File: src/rtl/fetch_pkg.sv
// Shared types and constants for the instruction-fetch stage.
package fetch_pkg;

  localparam int          DATA_WIDTH  = 24;
  localparam int          INSTR_WIDTH = 24;
  localparam logic [3:0]  HALT_OPCODE = 4'hF;
  localparam logic [23:0] NOP_INSTR   = 24'h000000;

  typedef enum logic [1:0] {
    IDLE,
    RUN,
    HOLD
  } fetch_state_t;

  // One IF/ID slot: the word, its address and whether it is real.
  typedef struct packed {
    logic [INSTR_WIDTH-1:0] instruction;
    logic [DATA_WIDTH-1:0]  pc;
    logic                   valid;
  } if_id_t;

endpackage

File: src/rtl/fetch_skid_buffer.sv
// One-entry skid buffer: parks a returning fetch word while decode is stalled.
module fetch_skid_buffer
  import fetch_pkg::*;
#(
  parameter int W = $bits(if_id_t)
) (
  input  logic         clock,
  input  logic         reset,
  input  logic         i_load,
  input  logic         i_clear,
  input  logic [W-1:0] i_data,
  output logic [W-1:0] o_data,
  output logic         o_valid
);

  logic [W-1:0] r_data;
  logic         r_valid;

  // Capture on load, drop on clear; clear wins so a redirect always empties it.
  // NOTE: the data register is reset too, so a reset mid-stall can never leak the parked word.
  always_ff @(posedge clock or posedge reset) begin
    if (reset) begin
      r_data  <= '0;
      r_valid <= 1'b0;
    end else if (i_clear) begin
      r_valid <= 1'b0;
    end else if (i_load) begin
      r_data  <= i_data;
      r_valid <= 1'b1;
    end
  end

  assign o_data  = r_data;
  assign o_valid = r_valid;

endmodule

File: src/rtl/fetch_stage.sv
// Instruction-fetch stage with IF/ID register, skid buffer, branch redirect and HALT.
// Optional feature: define FETCH_PERF_COUNT_EN to add perf_fetched / perf_stall counters.
module fetch_stage
  import fetch_pkg::*;
#(
  parameter int                WIDTH            = 24,
  parameter int                INSTRUCTIONWIDTH = 24,
  parameter int                OPCODEWIDTH      = 4,
  parameter int                PC_STEP          = 1,
  parameter logic [WIDTH-1:0]  RESET_PC         = '0
) (
  input  logic                        clock,
  input  logic                        reset,
  input  logic                        stall_D,
  input  logic                        branch_taken,
  input  logic [WIDTH-1:0]            branch_target,
  input  logic [INSTRUCTIONWIDTH-1:0] imem_data,
  output logic [WIDTH-1:0]            imem_addr,
  output logic                        imem_rd,
  output logic [INSTRUCTIONWIDTH-1:0] instruction_D,
  output logic [WIDTH-1:0]            PC_D,
  output logic                        valid_D,
  output logic                        halted
`ifdef FETCH_PERF_COUNT_EN
  ,
  output logic [31:0]                 perf_fetched,
  output logic [31:0]                 perf_stall
`endif
);

  localparam logic [WIDTH-1:0] STEP = WIDTH'(PC_STEP);

  fetch_state_t     r_state, w_state_next;
  logic [WIDTH-1:0] r_pc_f;
  logic [WIDTH-1:0] r_pc_inflight;
  logic             r_inflight;
  if_id_t           r_if_id, w_if_id_next;
  logic             r_halted, w_halted_next;
  logic             w_rd;
  logic             w_word_ok;
  logic             w_skid_load, w_skid_clear, w_skid_valid;
  if_id_t           w_skid_data;
  logic             w_ret_halt, w_skid_halt;

  assign imem_addr  = branch_taken ? branch_target : r_pc_f;
  assign imem_rd    = w_rd;
  // A returning word is only usable if a read was issued and fetch has not halted.
  assign w_word_ok  = r_inflight && !r_halted;
  assign w_ret_halt  = (imem_data[INSTRUCTIONWIDTH-1 -: OPCODEWIDTH] == HALT_OPCODE);
  assign w_skid_halt = (w_skid_data.instruction[INSTRUCTIONWIDTH-1 -: OPCODEWIDTH] == HALT_OPCODE);

  fetch_skid_buffer #(.W($bits(if_id_t))) u_skid (
    .clock   (clock),
    .reset   (reset),
    .i_load  (w_skid_load),
    .i_clear (w_skid_clear),
    .i_data  ({imem_data, r_pc_inflight, 1'b1}),
    .o_data  (w_skid_data),
    .o_valid (w_skid_valid)
  );

  // Next-state, read strobe and IF/ID next value; branch redirect overrides everything.
  // NOTE: every signal gets its default first so no path can leave one unassigned and infer a latch.
  always_comb begin
    w_state_next  = r_state;
    w_rd          = 1'b0;
    w_if_id_next  = r_if_id;
    w_halted_next = r_halted;
    w_skid_load   = 1'b0;
    w_skid_clear  = 1'b0;
    if (branch_taken) begin
      w_rd                     = 1'b1;
      w_state_next             = RUN;
      w_skid_clear             = 1'b1;
      w_halted_next            = 1'b0;
      w_if_id_next.instruction = NOP_INSTR;
      w_if_id_next.pc          = '0;
      w_if_id_next.valid       = 1'b0;
    end else begin
      case (r_state)
        IDLE: begin
          if (!stall_D && !r_halted) begin
            w_rd         = 1'b1;
            w_state_next = RUN;
          end
        end
        RUN: begin
          if (!stall_D) begin
            w_rd = !r_halted;
            if (w_word_ok) begin
              w_if_id_next.instruction = imem_data;
              w_if_id_next.pc          = r_pc_inflight;
              w_if_id_next.valid       = 1'b1;
              w_halted_next            = w_ret_halt;
            end else begin
              w_if_id_next.valid = 1'b0;
            end
          end else if (w_word_ok) begin
            w_skid_load  = 1'b1;
            w_state_next = HOLD;
          end
        end
        HOLD: begin
          if (!stall_D) begin
            w_if_id_next       = w_skid_data;
            w_if_id_next.valid = w_skid_valid;
            w_halted_next      = w_skid_valid && w_skid_halt;
            w_skid_clear       = 1'b1;
            w_rd               = !r_halted;
            w_state_next       = RUN;
          end
        end
        default: w_state_next = IDLE;
      endcase
    end
  end

  // FSM state register.
  // NOTE: sequential state uses non-blocking assignments so every flop samples pre-edge values.
  always_ff @(posedge clock or posedge reset) begin
    if (reset) r_state <= IDLE;
    else       r_state <= w_state_next;
  end

  // PC register and in-flight read tracking; each issued read is consumed the next cycle.
  always_ff @(posedge clock or posedge reset) begin
    if (reset) begin
      r_pc_f        <= RESET_PC;
      r_pc_inflight <= '0;
      r_inflight    <= 1'b0;
    end else begin
      r_inflight <= w_rd;
      if (w_rd) begin
        r_pc_f        <= imem_addr + STEP;
        r_pc_inflight <= imem_addr;
      end
    end
  end

  // IF/ID pipeline register and halt flag.
  always_ff @(posedge clock or posedge reset) begin
    if (reset) begin
      r_if_id  <= '0;
      r_halted <= 1'b0;
    end else begin
      r_if_id  <= w_if_id_next;
      r_halted <= w_halted_next;
    end
  end

  assign instruction_D = r_if_id.instruction;
  assign PC_D          = r_if_id.pc;
  assign valid_D       = r_if_id.valid;
  assign halted        = r_halted;

`ifdef FETCH_PERF_COUNT_EN
  logic        w_fetch_load;
  logic [31:0] r_perf_fetched, r_perf_stall;

  assign w_fetch_load = !branch_taken && !stall_D &&
                        (((r_state == RUN) && w_word_ok) || ((r_state == HOLD) && w_skid_valid));

  // Saturating counters of delivered words and stalled cycles.
  always_ff @(posedge clock or posedge reset) begin
    if (reset) begin
      r_perf_fetched <= '0;
      r_perf_stall   <= '0;
    end else begin
      if (w_fetch_load && (r_perf_fetched != '1)) r_perf_fetched <= r_perf_fetched + 32'd1;
      if (stall_D && (r_perf_stall != '1))        r_perf_stall   <= r_perf_stall + 32'd1;
    end
  end

  assign perf_fetched = r_perf_fetched;
  assign perf_stall   = r_perf_stall;
`endif

endmodule

File: config.mk
export PLATFORM = sky130hd
export DESIGN_NAME = fetch_stage
export DESIGN_NICKNAME = d
export VERILOG_FILES = /design/src/rtl/fetch_pkg.sv /design/src/rtl/fetch_skid_buffer.sv /design/src/rtl/fetch_stage.sv
export SDC_FILE = /design/constraint.sdc
export NUM_CORES = 1
export LEC_CHECK = 0
export BUFFER_PORTS_ARGS = -buffer_cell sky130_fd_sc_hd__buf_2
export CORE_ASPECT_RATIO = 1.2
export CORE_MARGIN = 5
export CORE_UTILIZATION = 55
export CTS_CLUSTER_DIAMETER = 80
export DETAILED_ROUTE_END_ITERATION = 10
export PLACE_DENSITY = 0.79
export SYNTH_ARGS = -nofsm -noshare
export SYNTH_HDL_FRONTEND = slang
export SYNTH_SLANG_ARGS = --single-unit
File: constraint.sdc
create_clock -name clock -period 7.6 [get_ports clock]
set_input_delay 0.38 -clock clock [delete_from_list [all_inputs] [get_ports clock]]
set_output_delay 0.38 -clock clock [all_outputs]
set_load 0.1 [all_outputs]
# Yosys cells after proc, flatten, opt, wreduce, memory -nomap -nowiden
# Index checks and enable logic that the tools add are counted.
# word_totals
regBits,151
latchBits,0
ram_bits,0
romBits,0
in_bits,52
out_inout_bits,75
wordCells,64
n_memories,0
# classes
add_sub_neg,1
n_mul,0
n_div,0
magnitude_cmp,0
n_eq_ne,9
shifts,0
n_mux,30
n_bitwise,1
reduce_logical,13
# ops
op,n
$mux 49,3
$pmux 49 s2,1
$mux 48,1
$add 24x1->24 const B,1
$mux 24,1
$mux 1,16
$ne 3x3->1 const B,5
$mux 2,5
$eq 4x4->1 const B,2
$reduce_and 4->1,2
$pmux 2 s3,1
$pmux 1 s2,2
$logic_and 1x1->1,3
$reduce_and 3->1,1
$reduce_bool 3->1,1
$eq 2x1->1 const B,1
$eq 2x2->1 const B,1
$logic_not 1->1,2
$logic_not 2->1,1
$reduce_and 2->1,1
$reduce_bool 2->1,1
$reduce_or 2->1,1
$not 1->1,1

# Depth between registers and ports, before layout
# Gate-level depths: netlist (run 1).
# logic_depth
depth_word,8
depth_mapped,11
mapped_depth_nobuf,9

# Hierarchy
# From an unflattened synthesis (run 1), not the netlist that was laid out.
# hier_totals
hier_cells,663
area_unflattened_um2,7418.4
# by_module_without_submodules
module,n_inst,cells_each,area_each_um2,seq_area_each_um2
fetch_stage,1,555,5499.0,2527.4
fetch_skid_buffer,1,108,1919.3,1251.2

# Worst setup path after synthesis (run 1)
# Ideal clock, no wire load.
# synth_timing
kind,input-to-reg
from,in branch_taken
to,reg r_pc_f[20]
t_arrival_ns,3.042
setup_slack_ns,4.439
path_stages,11
n_path_buf,4
path_cell_list,buf_6 > buf_8 > buf_6 > buf_4 > mux2_2 > ha_1 > nand4b_1 > a22oi_4 > nand4_2 > or3_1 > a31o_1
# synth_via
elab_chain_len,2
# synth_lines
item,line,source
"start, declared",fetch_stage.sv:15,"input logic branch_taken,"
$mux 24,fetch_stage.sv:45,assign imem_addr = branch_taken ? branch_target : r_pc_f;
net imem_addr[1],fetch_stage.sv:18,"output logic [WIDTH-1:0] imem_addr,"
$add 24x1->24,fetch_stage.sv:134,r_pc_f <= imem_addr + STEP;
"end signal, assigned",fetch_stage.sv:134,
"end, declared",fetch_stage.sv:34,logic [WIDTH-1:0] r_pc_f;
# The timed path passes the listed nets, and every way through them passes these cells.
# A chain may end at the register's enable or synchronous reset.

# Worst setup path after layout (run 1)
# layout_timing
from,in branch_taken
to,reg r_pc_f[20]
# layout_via
elab_chain_len,2
# layout_lines
item,line
$mux 24,fetch_stage.sv:45
$add 24x1->24,fetch_stage.sv:134
# Parallel ways exist; a longest one is shown, timed or not.

==> metrics.txt, run 1 <==
Initial DRT Pass Iterations 5; Hold Violations, Final 0; layout cells sized above 1 a little under a third; transition at the pin with the smallest max-transition slack approximately 1 ns; maximum buffer depth of the clock tree 2; multiplexer fraction of the synthesized cell area a little under a fifth; CTS HTree Levels 4; number of sinks driven by the clock tree 150; final number of max-transition violations 0; Worst-path clk slew around 0.060 ns; Yosys top cell area share between 50% and 60%; number of buffers inserted by post-CTS setup repair 0; number of max-cap violations 0; Adder-Cell Fraction of Synth Area 1.03%; class of the most critical hold timing path input port to asynchronous set/reset pin; total CTS buffers 17; core footprint about 0.013 mm^2; final count of negative-setup-slack endpoints 0; initial cell density of the core between 50% and 60%; pin count of the biggest net entering global routing 80; largest vdd supply drop 0.311 mV; terminus of the critical flop-to-flop path r_pc_f[23]; maximum fanout along the worst path 70; Post-Syn Area per Cell 11.2 um^2; Worst setup startpoint branch_taken; RSZ-0062 raised after global routing false; Routed WL approximately 17000 um; YS warnings 0; number of vias per cell around 5.7; via count of the first global-routing pass around 5500; residual DRC count 0; most area-hungry cell type in the Yosys netlist dfrtp_1; net count after synthesis approximately 710; critical path data arrival time approximately 3.5 ns; drt first-iter violations 430; netlist area before placement between 0.007 and 0.008 mm^2; post-place instance area 0.00798 mm^2; worst-case register-to-register setup slack 4.46 ns; run status finished, final reports clean; startpoint-to-endpoint class of the critical path input port to register; overall die area ~0.016 mm^2; Highest Clock Rate 0.315 GHz; clock tree root driver cell clkbuf_16; utilization of the core after routing 65.1%; final-stage net count 819; routed via count approximately 5400; most common cell after layout, fill and taps aside dfrtp_1; floorplan row count between 40 and 50; Top-Level Pins between 100 and 150; async set-reset flop share out of synthesis 100%; wire length of the first global-routing pass 27600 um; Area Growth Syn to Fin 17.6%; synthesized-area fraction occupied by and/or/nand/nor cells between 10% and 20%; gp weighted congestion slightly above 0.8; top flip-flop cell by instance count after synthesis dfrtp_1; antenna cell count 0; number of nets still failing antenna checks after routing 0; horizontal die dimension between 100 and 150 um; startpoint types input port; leading cell types in the layout, fill and taps excluded 150 x dfrtp_1, 125 x buf_2, 72 x mux2i_1; Die Span Y ~140 um; clock latency of the later-clocked register in the worst-skew pair around 0.42 ns; distinct cell type count of the synthesized netlist 53; number of input and output port buffers inserted ~130; number of enable-type register cells in the synthesized netlist 0; skew final 0.00839 ns; post-route setup TNS 0 ns; kind of end point of the critical path register; sequential fraction of the synthesis area 51.6%; antenna violations before repair 0; total of cells resized after clock tree synthesis 0; synthesis-stage register bit count 150; Synth area leaders dfrtp_1 52%, mux2i_1 9.9%, mux2_2 8.1%; Period Utilization, post-route between 40% and 50%; Reg-to-Reg Start r_state[0]; headroom to the max-slew limit 33.6%; total global routing track utilization about 22%; remaining global-route overflow 0; HPWL reported at the end of detailed placement roughly 11000 um; Worst Reg-to-Reg Cells 10; hold buffers post-CTS 0; shortest clock period the worst path allows after layout 3.18 ns; detailed-route wire length per cell 17.7 um; xor/xnor share of the synthesized area 1.81%; critical path data required time 7.90 ns; post-synthesis instance total roughly 650; Leakage Power ~3.8 nW; combinational family with the most area after synthesis multiplexers; clock tree from TritonCTS built; area fraction in compound gates after synthesis roughly 11%; power per cell area 478 mW/mm^2; post-layout instance area roughly 0.0085 mm^2
worst max-delay path: stages:
cell      delay, ns
buf_4          0.31
buf_4          0.77
mux2_2         0.34
ha_1           0.22
nand4b_1       0.19
a22oi_4        0.34
nand4_2        0.25
or3_1          0.40
a31o_1         0.23
cell type report:
class	instances	area, um^2
inverters	26	103
repair buffers	132	678
clock inverters	10	96.3
multi-input cells	434	3230
clock buffers	22	474
fillers	1038	4580
flip-flops and latches	150	3750
well taps	168	210
Yosys cell counts, types with 4 or more instances:
| cell | instances |
|---|---|
| dfrtp_1 | 150 |
| mux2i_1 | 72 |
| nand2_1 | 70 |
| mux2_2 | 52 |
| o31ai_1 | 52 |
| nor2_1 | 46 |
| a21oi_1 | 37 |
| inv_1 | 25 |
| clkbuf_1 | 19 |
| buf_2 | 13 |
| xnor2_1 | 12 |
| nand3_1 | 9 |
| nand3b_1 | 7 |
| ha_1 | 6 |
| nand4_1 | 6 |
| nor4_1 | 5 |
| a211oi_1 | 4 |
| buf_1 | 4 |
| nand4_2 | 4 |
| nor3_1 | 4 |
| o21ai_0 | 4 |
power by group:
group | leakage, nW | internal [mW] | total [mW] | switching, mW
logic | 1.77 | 0.473 | 1.90 | 1.43
clock network | 0.269 | 0.478 | 0.800 | 0.323
registers | 1.81 | 1.14 | 1.38 | 0.239
total | 3.85 | 2.09 | 4.08 | 1.99
flip-flops by register name (all words and copies together), names as in the netlist:
register        flops
PC_D               24
u_skid.o_data      48
valid_D             1
r_pc_inflight      24
r_state             2
r_inflight          1
halted              1
r_pc_f             24
instruction_D      24
u_skid.o_valid      1
logic make-up (layout without fill, tap and decap cells):
family	count (synthesis)	count (layout)
and+or+nand+nor	171	171
xor gates and xnor gates	15	15
AOI/OAI and AO/OA	117	117
buffers and inverters	67	190
muxes	125	125
adders and majority gates	6	6
DFF	150	150
metal layers:
metal	up-vias	part of all wire [%]	wire length (um)	GRT usage, %
li1	2534	-	-	-
met1	2641	43	7200	30.3
met2	195	49	8200	35.5
met3	21	6.3	1050	4.72
met4	0	1.2	206	6.59
met5	-	0	0	0
how the worst max path moves through the flow:
stage | to | slack, ns | cells after the start
after global placement | r_pc_f[20] | 4.17 | 9
after detailed placement | r_pc_f[20] | 4.03 | 9
final | r_pc_f[20] | 4.42 | 9
after global routing | r_pc_f[20] | 4.21 | 9
after CTS | r_pc_f[20] | 4.46 | 9
after floorplan | PC_D[0] | 3.18 | 1
per-stage QoR:
step	hold WS (ns)	cells	setup slack (ns)	total power, mW
floorplan	0.448	651	3.18	2.92
global placement	0.455	910	4.17	3.21
detailed placement	0.460	910	4.03	3.29
CTS	0.106	942	4.46	4.10
global route	0.135	942	4.21	4.29
finish	0.0793	942	4.42	4.08
Note: power is estimated with default switching activity, not from simulation.
==> run 2, diff against run 1 <==
--- a/config.mk
+++ b/config.mk
@@ -8,10 +8,10 @@
 export BUFFER_PORTS_ARGS = -buffer_cell sky130_fd_sc_hd__buf_2
 export CORE_ASPECT_RATIO = 1.2
 export CORE_MARGIN = 5
-export CORE_UTILIZATION = 55
+export CORE_UTILIZATION = 51
 export CTS_CLUSTER_DIAMETER = 80
 export DETAILED_ROUTE_END_ITERATION = 10
-export PLACE_DENSITY = 0.79
+export PLACE_DENSITY = 0.77
 export SYNTH_ARGS = -nofsm -noshare
 export SYNTH_HDL_FRONTEND = slang
 export SYNTH_SLANG_ARGS = --single-unit
==> constraint.sdc (replaced) <==
create_clock -name clock -period 2.5 [get_ports clock]
set_input_delay 0.125 -clock clock [delete_from_list [all_inputs] [get_ports clock]]
set_output_delay 0.125 -clock clock [all_outputs]
set_load 0.1 [all_outputs]
==> run 2 against run 1 <==
Critical path depth is 1 lower. Sequential share of layout area is 2.5 points lower. Clock power grew to 3.2 times the previous value. First-iteration DRC count is 11% lower. Routed wire length is 1.0% higher. Global-route usage is 0.97 points lower. Count of clock-buffer cells in the layout is 1 higher.
==> metrics.txt, run 2 (synthesis results as in run 1) <==
Hold Violations, Final 0 (unchanged); critical path data required time 2.38 ns (-5.52 ns); number of input and output port buffers inserted 126 (unchanged); sequential power share 32.8% (-1.0 points); via count of the first global-routing pass 5687 (+3.9%); Top-Level Pins 127 (unchanged); gp weighted congestion 0.842 (+2.4%); transition at the pin with the smallest max-transition slack 0.645 ns (-0.351 ns); total global routing track utilization 21.1% (-0.97 points); Area Growth Syn to Fin 24.6%; initial cell density of the core 52.4% (-3.0 points); Worst-path clk slew 0.06 ns (about the same); core footprint 0.0139 mm^2 (+5.8%); number of vias per cell 5.60 (-2.2%); HPWL reported at the end of detailed placement 11600 um (+1.7%); CP delay by family, top buffers and inverters; number of flip-flops under the largest register name 48 (unchanged); RSZ-0062 raised after global routing false; largest vdd supply drop 0.942 mV (+200%); layout cells sized above 1 30.7% (+0.12 points); Die Span Y 141 um (+3.6%); number of nets still failing antenna checks after routing 0 (unchanged); Psw 6.05 mW (+200%); cell count after placement 925 (+1.6%); leading cell types in the layout, fill and taps excluded 150 x dfrtp_1, 124 x buf_2, 72 x mux2i_1; clock share of power 20.3% (+0.7 points); cell-internal power 6.69 mW (+220%); Period Utilization, post-route between 90% and 100%; drt first-iter violations 381 (-11%); number of max-cap violations 0 (unchanged); final number of max-transition violations 0 (unchanged); floorplan row count 47 (+2.2%); class of the most critical hold timing path input port to register; antenna violations before repair 0 (unchanged); Routed WL 16800 um (+1.0%); shortest clock period the worst path allows after layout around 2.4 ns; final hold slack 0.111 ns (+0.0317 ns); post-layout instance area 0.00905 mm^2 (+5.9%); count of non-filler cells in the finished layout 981 (+4.1%); worst-path cell chain inv_1 -> ha_1 -> nor2_1 -> nor4_4 -> nor2_4 -> inv_2 -> buf_6 -> buf_12; routed via count 5491 (+1.9%); clock tree from TritonCTS built; antenna cell count 0 (unchanged); total CTS buffers 17 (unchanged); delay of the slowest cell on the worst path 0.42 ns (-0.35 ns); cell type of the slowest stage on the worst timing path dfrtp_1; Initial DRT Pass Iterations 5 (unchanged); skew final 0.00761 ns (-0.000778 ns); CTS HTree Levels 4 (unchanged); startpoint types register; Highest Clock Rate 0.425 GHz; clock tree root driver cell clkbuf_16; startpoint-to-endpoint class of the critical path register to output port; final-stage net count 857 (+4.6%); pin count of the biggest net entering global routing 61 (-24%); clock latency of the later-clocked register in the worst-skew pair 0.41 ns (about the same); overall die area 0.0167 mm^2 (+7.2%); number of sinks driven by the clock tree 150 (unchanged); logic gate share of total power 46.9% (+0.3 points); power per cell area 1410 mW/mm^2 (+190%); utilization of the core after routing 65.2% (+0.11 points); final count of negative-setup-slack endpoints 0 (unchanged); buffering stage count on the worst path with inverters included 4 (+2); wire length of the first global-routing pass 28800 um (+4.0%); critical path data arrival time 2.23 ns (-1.25 ns); detailed-route wire length per cell 17.2 um (-3.0%); run status finished, final reports clean; remaining global-route overflow 0 (unchanged); residual DRC count 0 (unchanged); kind of end point of the critical path output port; headroom to the max-slew limit 55.8% (+22 points); post-place instance area 0.00818 mm^2 (+2.5%); net switching fraction of the power 47.5% (-1.3 points); Leakage Power 4.08 nW (+6.0%); most common cell after layout, fill and taps aside dfrtp_1; horizontal die dimension 119 um (+3.5%); maximum fanout along the worst path 23 (-67%); maximum buffer depth of the clock tree 2 (unchanged)
==> run 2: cell count changes in the layout (fill, tap and decap cells not counted), moves of 2 or more <==
cell	delta
buf_12	+6
buf_4	+7
bufinv_16	+2
clkinvlp_4	-2
dlygate4sd3_1	+25
inv_6	-2
mux2_2	-2
mux2_4	+2
==> run 2: worst paths after layout <==
path	start	to	slack (ns)	depth (start not counted)
worst max register to register	r_pc_f[1]	r_pc_f[20]	0.31	7
worst min-delay path	branch_target[10]	r_pc_f[10]	0.11	3
max in group asynchronous	reset	r_pc_inflight[12]	1.27	5
worst min register to register	instruction_D[23]	instruction_D[23]	0.47	2
min in group asynchronous	reset	u_skid.o_data[1]	0.37	3
worst max-delay path	r_state[0]	imem_rd	0.15	8
==> run 2: power by group through the flow <==
stage | clock network, mW | logic [mW] | registers, mW
global route | 2.76 | 6.34 | 4.32
floorplan | 0 | 3.06 | 5.84
detailed placement | 0 | 5.90 | 4.20
CTS | 2.64 | 6.00 | 4.17
finish | 2.59 | 5.97 | 4.18
global placement | 0 | 5.76 | 4.13
==> run 2: stage by stage <==
stage / total power, mW / worst slack, ns / setup TNS [ns]
2_1_floorplan: 8.90 / -0.00166 / -0.00166
3_3_place_gp: 9.89 / 0.209 / 0
3_5_place_dp: 10.1 / 0.0427 / 0
4_1_cts: 12.8 / 0.0607 / 0
5_1_grt: 13.4 / 0.00270 / 0
6_report: 12.7 / 0.149 / 0
==> run 2: layout make-up <==
class	count	area [um^2]
Clock inverter	7	120
Tap cell	171	214
Clock buffer	23	478
Multi-Input combinational cell	434	3280
Timing Repair Buffer	170	1110
Inverter	26	101
Fill cell	1053	4820
Sequential cell	150	3750
==> run 2: timing repair <==
item / CTS / global route
hold buffers: 25 / 0
setup buffers: 1 / 0
resized for setup: 3 / 1
setup endpoints to repair: 2 / 1
hold endpoints to repair: 50 / 0
pin swaps: 1 / 0
cloned: 0 / 0
==> run 2: worst min-delay path, stage by stage <==
cell and delay [ns]:
buf_2 0.12, xor2_1 0.07, mux2i_1 0.15
==> run 2: routing by layer <==
metal | GRT usage, % | vias to the layer above | share of wire, %
li1 | - | 2613 | -
met1 | 28.1 | 2680 | 44
met2 | 34.0 | 176 | 49
met3 | 5.09 | 22 | 5.8
met4 | 7.50 | 0 | 1.5
met5 | 0 | - | 0
==> run 3, diff against run 2 <==
--- a/config.mk
+++ b/config.mk
@@ -11,6 +11,7 @@
 export CORE_UTILIZATION = 51
 export CTS_CLUSTER_DIAMETER = 80
 export DETAILED_ROUTE_END_ITERATION = 10
+export MAX_ROUTING_LAYER = met4
 export PLACE_DENSITY = 0.77
 export SYNTH_ARGS = -nofsm -noshare
 export SYNTH_HDL_FRONTEND = slang
==> run 3 against run 2 <==
Fmax shrank 0.58%. Routed wire length rose by 0.37%. Total power about the same. Highest routed layer unchanged. Largest cell class unchanged.
==> metrics.txt, run 3 (synthesis results as in run 1) <==
residual DRC count 0 (unchanged); clock tree from TritonCTS built; remaining global-route overflow 0 (unchanged); Leakage Power 4.08 nW (unchanged); maximum fanout along the worst path 23 (unchanged); number of nets still failing antenna checks after routing 0 (unchanged); gp weighted congestion 0.855 (+1.6%); critical path data arrival time 2.24 ns (about the same); kind of end point of the critical path output port; number of sinks driven by the clock tree 150 (unchanged); horizontal die dimension 119 um (unchanged); critical path data required time 2.38 ns (about the same); utilization of the core after routing 65.2% (unchanged); CTS HTree Levels 4 (unchanged); transition at the pin with the smallest max-transition slack 0.655 ns (+0.00990 ns); most common cell after layout, fill and taps aside dfrtp_1; antenna cell count 0 (unchanged); floorplan row count 47 (unchanged); final number of max-transition violations 0 (unchanged); class of the most critical hold timing path input port to register; number of vias per cell 5.58 (-0.29%); Placement Setup Slack 0.0427 ns (unchanged); pin count of the biggest net entering global routing 61 (unchanged); Hold Violations, Final 0 (unchanged); Die Span Y 141 um (unchanged); total global routing track utilization 21.8% (+0.62 points); number of flip-flops under the largest register name 48 (unchanged); headroom to the max-slew limit 56.3% (+0.48 points); Top-Level Pins 127 (unchanged); shortest clock period the worst path allows after layout 2.37 ns (+0.0138 ns); clock latency of the later-clocked register in the worst-skew pair 0.42 ns (about the same); HPWL reported at the end of detailed placement 11600 um (unchanged); final-stage net count 857 (unchanged); startpoint-to-endpoint class of the critical path register to output port; detailed-route wire length per cell 17.2 um (+0.37%); leading cell types in the layout, fill and taps excluded 150 x dfrtp_1, 124 x buf_2, 72 x mux2i_1; number of input and output port buffers inserted 126 (unchanged); drt first-iter violations 423 (+11%); wire length of the first global-routing pass 28800 um (+0.14%); clock tree root driver cell clkbuf_16; startpoint types register; initial cell density of the core 52.4% (unchanged); final count of negative-setup-slack endpoints 0 (unchanged); Period Utilization, post-route 94.6% (+0.55 points); routed via count 5475 (-0.29%); RSZ-0062 raised after global routing false; Initial DRT Pass Iterations 4 (-1); run status finished, final reports clean; skew final 0.00899 ns (+0.00137 ns); layout cells sized above 1 30.7% (unchanged); via count of the first global-routing pass 5688 (+0.018%); maximum buffer depth of the clock tree 2 (unchanged); worst path setup slack after routing 0.135 ns (-0.0138 ns); Area Growth Syn to Fin 24.6% (unchanged); Highest Clock Rate 0.423 GHz (-0.58%); largest vdd supply drop 0.944 mV (+0.26%); antenna violations before repair 0 (unchanged); Routed WL 16900 um (+0.37%); Worst-path clk slew 0.06 ns (about the same); overall die area 0.0167 mm^2 (unchanged); number of max-cap violations 0 (unchanged); post-route setup TNS 0 ns (unchanged); core footprint 0.0139 mm^2 (unchanged); total CTS buffers 17 (unchanged); total power of the final layout 12.7 mW (about the same); power per cell area 1410 mW/mm^2 (about the same)
-- run 3: cell counts in the layout (fill, tap and decap cells not counted) --
No cell type changed its count.
-- run 3: layer usage --
| metal | vias up | part of all wire, % | GRT usage [%] |
|---|---|---|---|
| met1 | 2681 | 45 | 28.4 |
| met5 | - | 0 | - |
| met4 | 0 | 1.3 | 7.32 |
| met3 | 21 | 5.2 | 4.65 |
| met2 | 164 | 49 | 34.2 |
| li1 | 2609 | - | - |
-- run 3: through the flow --
stage               instance area [um^2]  hold slack (ns)  instances
floorplan                           7320            0.277        651
global placement                    8180            0.245        925
detailed placement                  8180            0.250        925
CTS                                 9050           0.0722        981
global route                        9050            0.104        981
finish                              9050           0.0858        981
-- run 3: area by class of cell --
cell class	count	area (um^2)
multi-input cells	434	3280
inverters	26	101
flip-flops and latches	150	3750
clock inverters	7	120
fillers	1053	4820
clock buffers	23	478
repair buffers	170	1110
well taps	171	214
-- run 3: worst max-delay path, stage by stage, from the launching register on --
cell and delay (ns):
dfrtp_1 0.42, inv_1 0.11, ha_1 0.29, nor2_1 0.06, nor4_4 0.28, nor2_4 0.09
inv_2 0.16, buf_6 0.22, buf_12 0.19
-- run 3: worst paths after layout --
path	end	slack (ns)	startpoint	depth (start not counted)
min in group asynchronous	u_skid.o_data[1]	0.36	reset	3
setup / recovery	imem_rd	0.13	r_state[0]	8
max in group asynchronous	r_pc_inflight[17]	1.27	reset	5
setup reg to reg	r_pc_f[20]	0.30	r_pc_f[1]	7
hold reg to reg	instruction_D[23]	0.47	instruction_D[23]	2
hold / removal	r_pc_f[10]	0.09	branch_target[10]	3
-- run 3: power by group --
group	switching [mW]	internal [mW]	leakage, nW
clock	0.953	1.64	0.290
combinational	4.40	1.58	1.98
sequential	0.707	3.47	1.81
-- run 3: what timing repair did --
action | CTS | global route
hold buffers | 25 | 0
hold endpoints to repair | 50 | 0
buffers inserted | 1 | 0
resized for setup | 3 | 1
setup endpoints to repair | 2 | 1
pin swaps | 1 | 0
